$ cat config.mk
export PLATFORM = sky130hd
export DESIGN_NAME = rv_bus_arbiter
export DESIGN_NICKNAME = d
export VERILOG_FILES = /design/src/rtl/rv_bus_arbiter.sv
export SDC_FILE = /design/constraint.sdc
export NUM_CORES = 1
export LEC_CHECK = 0
export CAP_MARGIN = 20
export CORE_ASPECT_RATIO = 1.1
export CORE_MARGIN = 2
export CORE_UTILIZATION = 54
export DETAILED_ROUTE_END_ITERATION = 12
export DONT_BUFFER_PORTS = 1
export GPL_TIMING_DRIVEN = 0
export HOLD_SLACK_MARGIN = 0.08
export PLACE_DENSITY = 0.75
export SLEW_MARGIN = 20
export SYNTH_ARGS = -nofsm -noshare
export SYNTH_HDL_FRONTEND = slang
export SYNTH_SLANG_ARGS = --single-unit
$ cat constraint.sdc
create_clock -name i_clk -period 3.4 [get_ports i_clk]
set_input_delay 1.02 -clock i_clk [delete_from_list [all_inputs] [get_ports i_clk]]
set_output_delay 1.02 -clock i_clk [all_outputs]
set_load 0.02 [all_outputs]
$ cat src/rtl/rv_bus_arbiter.sv
// rv_bus_arbiter: shares the single memory bus between instruction fetch and load/store.
// One transaction at a time; data has priority, and fetch is forced through after MAX_WAIT losses.
module rv_bus_arbiter #(
  parameter int IADDR_SPACE_BITS = 32,
  parameter int MAX_WAIT         = 4,
  parameter int TIMEOUT          = 255
) (
  input  logic                          i_clk,
  input  logic                          i_reset,
  input  logic                          i_instr_req,
  input  logic [IADDR_SPACE_BITS-1:1]   i_instr_addr,
  output logic                          o_instr_ack,
  output logic                          o_instr_err,
  output logic [31:0]                   o_instr_data,
  input  logic                          i_data_req,
  input  logic                          i_data_write,
  input  logic [31:0]                   i_data_addr,
  input  logic [3:0]                    i_data_sel,
  input  logic [31:0]                   i_data_wdata,
  output logic                          o_data_ack,
  output logic                          o_data_err,
  output logic [31:0]                   o_data_rdata,
  output logic                          o_bus_cyc,
  output logic                          o_bus_write,
  output logic [31:0]                   o_bus_addr,
  output logic [3:0]                    o_bus_sel,
  output logic [31:0]                   o_bus_wdata,
  input  logic                          i_bus_ack,
  input  logic [31:0]                   i_bus_data
);

  typedef enum logic [1:0] {
    IDLE  = 2'd0,
    BUS_I = 2'd1,
    BUS_D = 2'd2,
    RESP  = 2'd3
  } state_e;

  localparam logic [3:0] MAX_WAIT_C = 4'(MAX_WAIT);
  localparam logic [7:0] TIMEOUT_C  = 8'(TIMEOUT);

  state_e      state_q, state_d;
  logic [3:0]  wait_cnt_q, wait_cnt_d;
  logic [7:0]  tmo_cnt_q, tmo_cnt_d;
  logic        bus_cyc_q, bus_cyc_d;
  logic        bus_write_q, bus_write_d;
  logic [31:0] bus_addr_q, bus_addr_d;
  logic [3:0]  bus_sel_q, bus_sel_d;
  logic [31:0] bus_wdata_q, bus_wdata_d;
  logic        instr_ack_q, instr_ack_d;
  logic        instr_err_q, instr_err_d;
  logic [31:0] instr_data_q, instr_data_d;
  logic        data_ack_q, data_ack_d;
  logic        data_err_q, data_err_d;
  logic [31:0] data_rdata_q, data_rdata_d;

  logic [31:0] fetch_addr_s;
  logic        timeout_s;
  logic        unused_addr_lsb_s;

  // Halfword fetch address becomes a zero-extended, word-aligned byte address.
  always_comb begin
    fetch_addr_s = 32'd0;
    fetch_addr_s[IADDR_SPACE_BITS-1:2] = i_instr_addr[IADDR_SPACE_BITS-1:2];
  end

  assign unused_addr_lsb_s = i_instr_addr[1];
  assign timeout_s = (TIMEOUT_C != 8'd0) && ((tmo_cnt_q + 8'd1) == TIMEOUT_C);

  // Next-state, arbitration and response logic.
  always_comb begin
    state_d      = state_q;
    wait_cnt_d   = i_instr_req ? wait_cnt_q : 4'd0;
    tmo_cnt_d    = tmo_cnt_q;
    bus_cyc_d    = bus_cyc_q;
    bus_write_d  = bus_write_q;
    bus_addr_d   = bus_addr_q;
    bus_sel_d    = bus_sel_q;
    bus_wdata_d  = bus_wdata_q;
    instr_ack_d  = 1'b0;
    instr_err_d  = 1'b0;
    instr_data_d = instr_data_q;
    data_ack_d   = 1'b0;
    data_err_d   = 1'b0;
    data_rdata_d = data_rdata_q;
    case (state_q)
      IDLE: begin
        if (i_data_req && (!i_instr_req || (wait_cnt_q < MAX_WAIT_C))) begin
          state_d     = BUS_D;
          tmo_cnt_d   = 8'd0;
          bus_cyc_d   = 1'b1;
          bus_write_d = i_data_write;
          bus_addr_d  = i_data_addr;
          bus_sel_d   = i_data_sel;
          bus_wdata_d = i_data_wdata;
          if (i_instr_req) begin
            wait_cnt_d = (wait_cnt_q == 4'd15) ? 4'd15 : (wait_cnt_q + 4'd1);
          end else begin
            wait_cnt_d = 4'd0;
          end
        end else if (i_instr_req) begin
          state_d     = BUS_I;
          tmo_cnt_d   = 8'd0;
          wait_cnt_d  = 4'd0;
          bus_cyc_d   = 1'b1;
          bus_write_d = 1'b0;
          bus_addr_d  = fetch_addr_s;
          bus_sel_d   = 4'hF;
          bus_wdata_d = 32'd0;
        end else begin
          state_d = IDLE;
        end
      end
      BUS_I, BUS_D: begin
        // A slave ack in the final timeout cycle still counts as a success.
        if (i_bus_ack || timeout_s) begin
          state_d     = RESP;
          bus_cyc_d   = 1'b0;
          bus_write_d = 1'b0;
          if (state_q == BUS_I) begin
            instr_ack_d  = 1'b1;
            instr_err_d  = !i_bus_ack;
            instr_data_d = i_bus_ack ? i_bus_data : 32'd0;
          end else begin
            data_ack_d   = 1'b1;
            data_err_d   = !i_bus_ack;
            data_rdata_d = (i_bus_ack && !bus_write_q) ? i_bus_data : 32'd0;
          end
        end else begin
          tmo_cnt_d = tmo_cnt_q + 8'd1;
        end
      end
      RESP: begin
        state_d = IDLE;
      end
      default: begin
        state_d = IDLE;
      end
    endcase
  end

  // State and output registers with synchronous reset.
  always_ff @(posedge i_clk) begin
    if (i_reset) begin
      state_q      <= IDLE;
      wait_cnt_q   <= 4'd0;
      tmo_cnt_q    <= 8'd0;
      bus_cyc_q    <= 1'b0;
      bus_write_q  <= 1'b0;
      bus_addr_q   <= 32'd0;
      bus_sel_q    <= 4'd0;
      bus_wdata_q  <= 32'd0;
      instr_ack_q  <= 1'b0;
      instr_err_q  <= 1'b0;
      instr_data_q <= 32'd0;
      data_ack_q   <= 1'b0;
      data_err_q   <= 1'b0;
      data_rdata_q <= 32'd0;
    end else begin
      state_q      <= state_d;
      wait_cnt_q   <= wait_cnt_d;
      tmo_cnt_q    <= tmo_cnt_d;
      bus_cyc_q    <= bus_cyc_d;
      bus_write_q  <= bus_write_d;
      bus_addr_q   <= bus_addr_d;
      bus_sel_q    <= bus_sel_d;
      bus_wdata_q  <= bus_wdata_d;
      instr_ack_q  <= instr_ack_d;
      instr_err_q  <= instr_err_d;
      instr_data_q <= instr_data_d;
      data_ack_q   <= data_ack_d;
      data_err_q   <= data_err_d;
      data_rdata_q <= data_rdata_d;
    end
  end

  assign o_instr_ack  = instr_ack_q;
  assign o_instr_err  = instr_err_q;
  assign o_instr_data = instr_data_q;
  assign o_data_ack   = data_ack_q;
  assign o_data_err   = data_err_q;
  assign o_data_rdata = data_rdata_q;
  assign o_bus_cyc    = bus_cyc_q;
  assign o_bus_write  = bus_write_q;
  assign o_bus_addr   = bus_addr_q;
  assign o_bus_sel    = bus_sel_q;
  assign o_bus_wdata  = bus_wdata_q;

endmodule

Word level (Yosys, flattened, before mapping)
Index checks and enable logic that the tools add are counted.

Add/sub/neg operators: 2. Multipliers: 0. Divide/modulo/power cells: 0. Magnitude comparators: 1. Equal/unequal tests: 8. Shift-type cells: 0. Muxes and demuxes: 31. Bitwise logic cells: 3. Reductions and logical operators: 19.

Operators by type and width (count): 32-bit two-way mux (6); 4-bit two-way mux (8); 8-bit two-way mux (3); 8-bit one-hot mux with 2 select lines (1); 3-bit AND reduction (4); 8-bit by 1-bit adder with 8-bit output (second input constant) (1); 8-bit == test (second input constant) (1); 1-bit two-way mux (8); 4-bit OR reduction (2); 2-bit one-hot mux with 3 select lines (1); 4-bit by 1-bit adder with 4-bit output (second input constant) (1); 2-bit == test (second input constant) (2); 4-bit == test (second input constant) (1); 4-bit by 3-bit less-than comparator with 1-bit output (second input constant) (1); 2-bit two-way mux (2); 2-bit != test (second input constant) (2); 1-bit one-hot mux with 2 select lines (2); 2-bit nonzero test (2); 1-bit zero test (3); 3-bit != test (second input constant) (1); 1-bit inverter (3); 3-bit OR reduction (1); 2-bit by 1-bit == test with 1-bit output (second input constant) (1); 1-bit logical AND (2); 4 further kinds (5).

Register bits: 152. Bits in latches: 0. Memory bits (writable): 0. Memory bits (read-only): 0. Word-level logic and storage cells: 78. Memories: 0.

Longest topological paths before layout
Depth after elaboration: 5. Depth in mapped cells: 8.

Worst setup path after synthesis
No wires, ideal clock.

Kind: input to register. From: input i_data_req. To: register tmo_cnt_q[5]. Library setup time: 79 ps. Data arrival time: 2118 ps. Setup slack: 1204 ps. Stages: 4. Buffers on the path: 0. Cell sequence: or3b_1 -> o21a_1 -> a311o_1 -> o221ai_2.

Longest elaborated chain between the ends: 3. Elaborated cells on any way between the ends: 5.

RTL lines: start: declaration (line 15) `input logic i_data_req,`; 1-bit logical AND * (line 88) `if (i_data_req && (!i_instr_req || (wait_cnt_q < MAX_WAIT_C))) begin`; 3-bit != test (no source line) or 8-bit two-way mux (tied branches); 3-bit AND reduction (no source line) or 8-bit one-hot mux with 2 select lines (tied branches); end signal: assignment (line 162) `tmo_cnt_q <= tmo_cnt_d;`; end: declaration (line 44) `logic [7:0] tmo_cnt_q, tmo_cnt_d;`.

Mark *: on every way between the ends. The rest lies on a longest branch, timed or not. A chain may end at the register's enable or synchronous reset.

Final worst setup path
From: register state_q[0]. To: register data_rdata_q[13] (netlist: o_data_rdata[13]).

Longest elaborated chain between the ends: 3. Elaborated cells on any way between the ends: 5.

RTL lines: start: declaration (line 42) `state_e state_q, state_d;`; start signal: assignment (line 160) `state_q <= state_d;`; 2-bit by 1-bit == test with 1-bit output or 2-bit == test (tied branches) (line 86, 120); 2-bit OR reduction or 1-bit inverter (tied branches); 3-bit AND reduction (no source line) *; end signal: assignment (line 173) `data_rdata_q <= data_rdata_d;`; end: declaration (line 55) `logic [31:0] data_rdata_q, data_rdata_d;`.

Marked as above.

==> flow_summary.ini <==
[final_layout]
layout-drive-gt1-share = 0.09370
area_growth_syn_to_layout_pct = 13.88
antennaDiodeCount = 0
fin_area_mm2 = 0.006630
final_util = 0.6349
instances_no_fill = 826
final_nets = 813

[sta]
skew_ns = 0.006894
slew_violations = 0
relSlewSlack = 0.5794
finalCritPeriodShare = 0.6436
fmax_mhz = 457.0
setup_tns_ns = 0
worst_slew_pin_slew_ns = 0.6308
grt_setup_unrepaired = no
setup_ws_ns = 1.212
fin_crit_ns = 2.188
setup_viol = 0
hold_slack_ns = 0.5268
finalHoldViolCount = 0

[min_path]
min_path_type = reg -> reg

[placement]
dp.cells = 794
dpl_worst_slack_ns = 0.9797
routabilityCongestion = 0.8451
dp_hpwl_um = 12340
placed_area_mm2 = 0.006001
portBuffers = 0

[worst_setup_path]
critPathMaxStageDelay_ns = 0.47
worstPathArrival_ns = 2.55
crit_path_start_kind = flip-flop
crit_chain = inv_1 -> ha_1 -> nand2b_1 -> nor4_2 -> clkbuf_1 -> a22o_1
critPathBufInv = 2
path_max_fanout = 10
cp-end-kind = flip-flop
path_delay_family = simple AND/OR/NAND/NOR gates
path_class = reg -> reg
required_ns = 3.76
crit_slowest_cell = nor4_2

[power_and_ir_drop]
ir_drop_mv = 0.5650
powerDensity_mw_per_mm2 = 869.6
power_leakage_nw = 2.462
total_power_mw = 5.765

[clock_network]
clockRootBuffer = clkbuf_16
cts_buffers = 17
post_cts_resized = 0
cts_setup_buffers = 0
clkLatencyLatePin_ns = 0.42
cts_max_level = 4
cts_tree = built
cts_num_sinks = 152
cts_hold_buf = 0
ctsLongestPathBuffers = 2
path_clk_slew_ns = 0.06

[synthesis]
ys.flop_type = dfxtp_1
netlist_instances = 651
synth_seq_cells = 152
synth_edf_count = 0
syn_avg_cell_area_um2 = 8.943
synthArstFlopShare = 0
yosys_warnings = 0
ys_seq_area_frac = 0.5227
syn_area_mm2 = 0.005822
yosys.cell_types.count = 53
syn-num-nets = 794

[global_route]
grt_pass1_vias = 4986
track_usage = 0.2762
antenna_found_initial = 0
grt_max_degree = 17
grt_pass1_wl_um = 24700
gr-total-overflow = 0

[flow_run]
drv_cap = 0

[route]
drt_iter0_drc = 250
antenna_left = 0
drtPass1Iterations = 5
dr_total_vias = 5008
wire_per_inst_um = 20.00
via_per_inst = 6.063
drcViolationCount = 0
routed_wl_um = 16520

[floorplanning]
start_util = 0.5575
die-area_mm2 = 0.01163
die_height_um = 112.9
design.core.area_mm2 = 0.01044
ios = 275
die_w_um = 103
rows = 39

[status]
outcome = finished, final reports clean
## routing by layer
metal / track usage / share of wire
met5: 0 / 0
met1: 0.2876 / 0.37
met2: 0.4844 / 0.50
met3: 0.1093 / 0.11
met4: 0.1193 / 0.025
## worst register-to-register path: cells and delay by family (launching register included)
family,cells,cell delay (ns)
compound gates,1,0.23
simple gates,2,0.62
fa+ha+maj,1,0.42
buf+inv,2,0.53
flops,1,0.34
## cells in the final DEF (no fill, tap or decap), drive strengths merged, types with 4 or more instances in the layout
cell type and instances:
dfxtp 152, nand2 103, nor2 75, clkbuf 49
a21oi 42, nand3 41, a22oi 32, a311oi 32
a22o 32, buf 23, o21ai 15, nor3 13
inv 12, ha 6, clkinv 6, bufinv 4
## sequential cells by signal, indices dropped and copies added (netlist names), 2 cells and up
signal,flops
o_bus_addr,32
o_bus_wdata,32
o_data_rdata,32
o_instr_data,32
tmo_cnt_q,8
o_bus_sel,4
wait_cnt_q,4
state_q,2
## where the power goes
part	total (mW)	leakage, nW	switching, mW	internal (mW)
clock	1.97	0.305	0.715	1.26
sequential	2.84	1.24	0.701	2.14
combinational	0.953	0.917	0.605	0.348
total	5.77	2.46	2.02	3.74
## Yosys cell counts (2+ instances only)
| library cell | count | share of area |
|---|---|---|
| mux2i_1 | 2 | 0.0034 |
| a311oi_1 | 32 | 0.048 |
| buf_1 | 3 | 0.0019 |
| nand3_1 | 40 | 0.034 |
| and2_1 | 3 | 0.0032 |
| clkbuf_1 | 30 | 0.019 |
| buf_2 | 16 | 0.014 |
| o21ai_1 | 6 | 0.0052 |
| nor2b_1 | 3 | 0.0032 |
| buf_4 | 4 | 0.0052 |
| nor3_1 | 13 | 0.011 |
| a21oi_1 | 41 | 0.035 |
| o22ai_1 | 2 | 0.0021 |
| xnor2_2 | 2 | 0.0056 |
| a22o_1 | 32 | 0.048 |
| nor2_1 | 75 | 0.048 |
| nand2b_1 | 3 | 0.0032 |
| and3_1 | 2 | 0.0021 |
| inv_1 | 11 | 0.0071 |
| a31oi_1 | 2 | 0.0021 |
| ha_1 | 6 | 0.013 |
| dfxtp_1 | 152 | 0.52 |
| nand2_1 | 102 | 0.066 |
| o21ai_0 | 8 | 0.0069 |
| a22oi_1 | 32 | 0.041 |
| a41oi_1 | 2 | 0.0030 |
## kinds of logic after synthesis
kind of cell / Yosys count / synth area share
and+or+nand+nor: 253 / 0.1911
AOI/OAI and AO/OA: 168 / 0.2115
DFF: 152 / 0.5227
buffers and inverters: 65 / 0.04793
adders and majority gates: 6 / 0.01289
xor gates and xnor gates: 4 / 0.008597
muxes: 3 / 0.005373
## cell type report
cell class	count	area, um2
Multi-Input combinational cell	434	2500
Buffer	53	234.0
Inverter	12	45.04
Fill cell	911	3812
Clock buffer	19	452.9
Tap cell	143	178.9
Sequential cell	152	3043
Clock inverter	13	176.4
## worst paths after layout
| kind | startpoint | to | slack (ns) | cells past startpoint |
|---|---|---|---|---|
| max reg2reg | state_q[0]$_SDFFE_PP0P_ | o_data_rdata[13]$_SDFFE_PP0P_ | 1.21 | 6 |
| min reg2reg | wait_cnt_q[3]$_SDFF_PP0_ | wait_cnt_q[3]$_SDFF_PP0_ | 0.53 | 1 |
| max | state_q[0]$_SDFFE_PP0P_ | o_data_rdata[13]$_SDFFE_PP0P_ | 1.21 | 6 |
| min | wait_cnt_q[3]$_SDFF_PP0_ | wait_cnt_q[3]$_SDFF_PP0_ | 0.53 | 1 |
(Power assumes the default switching activity.)
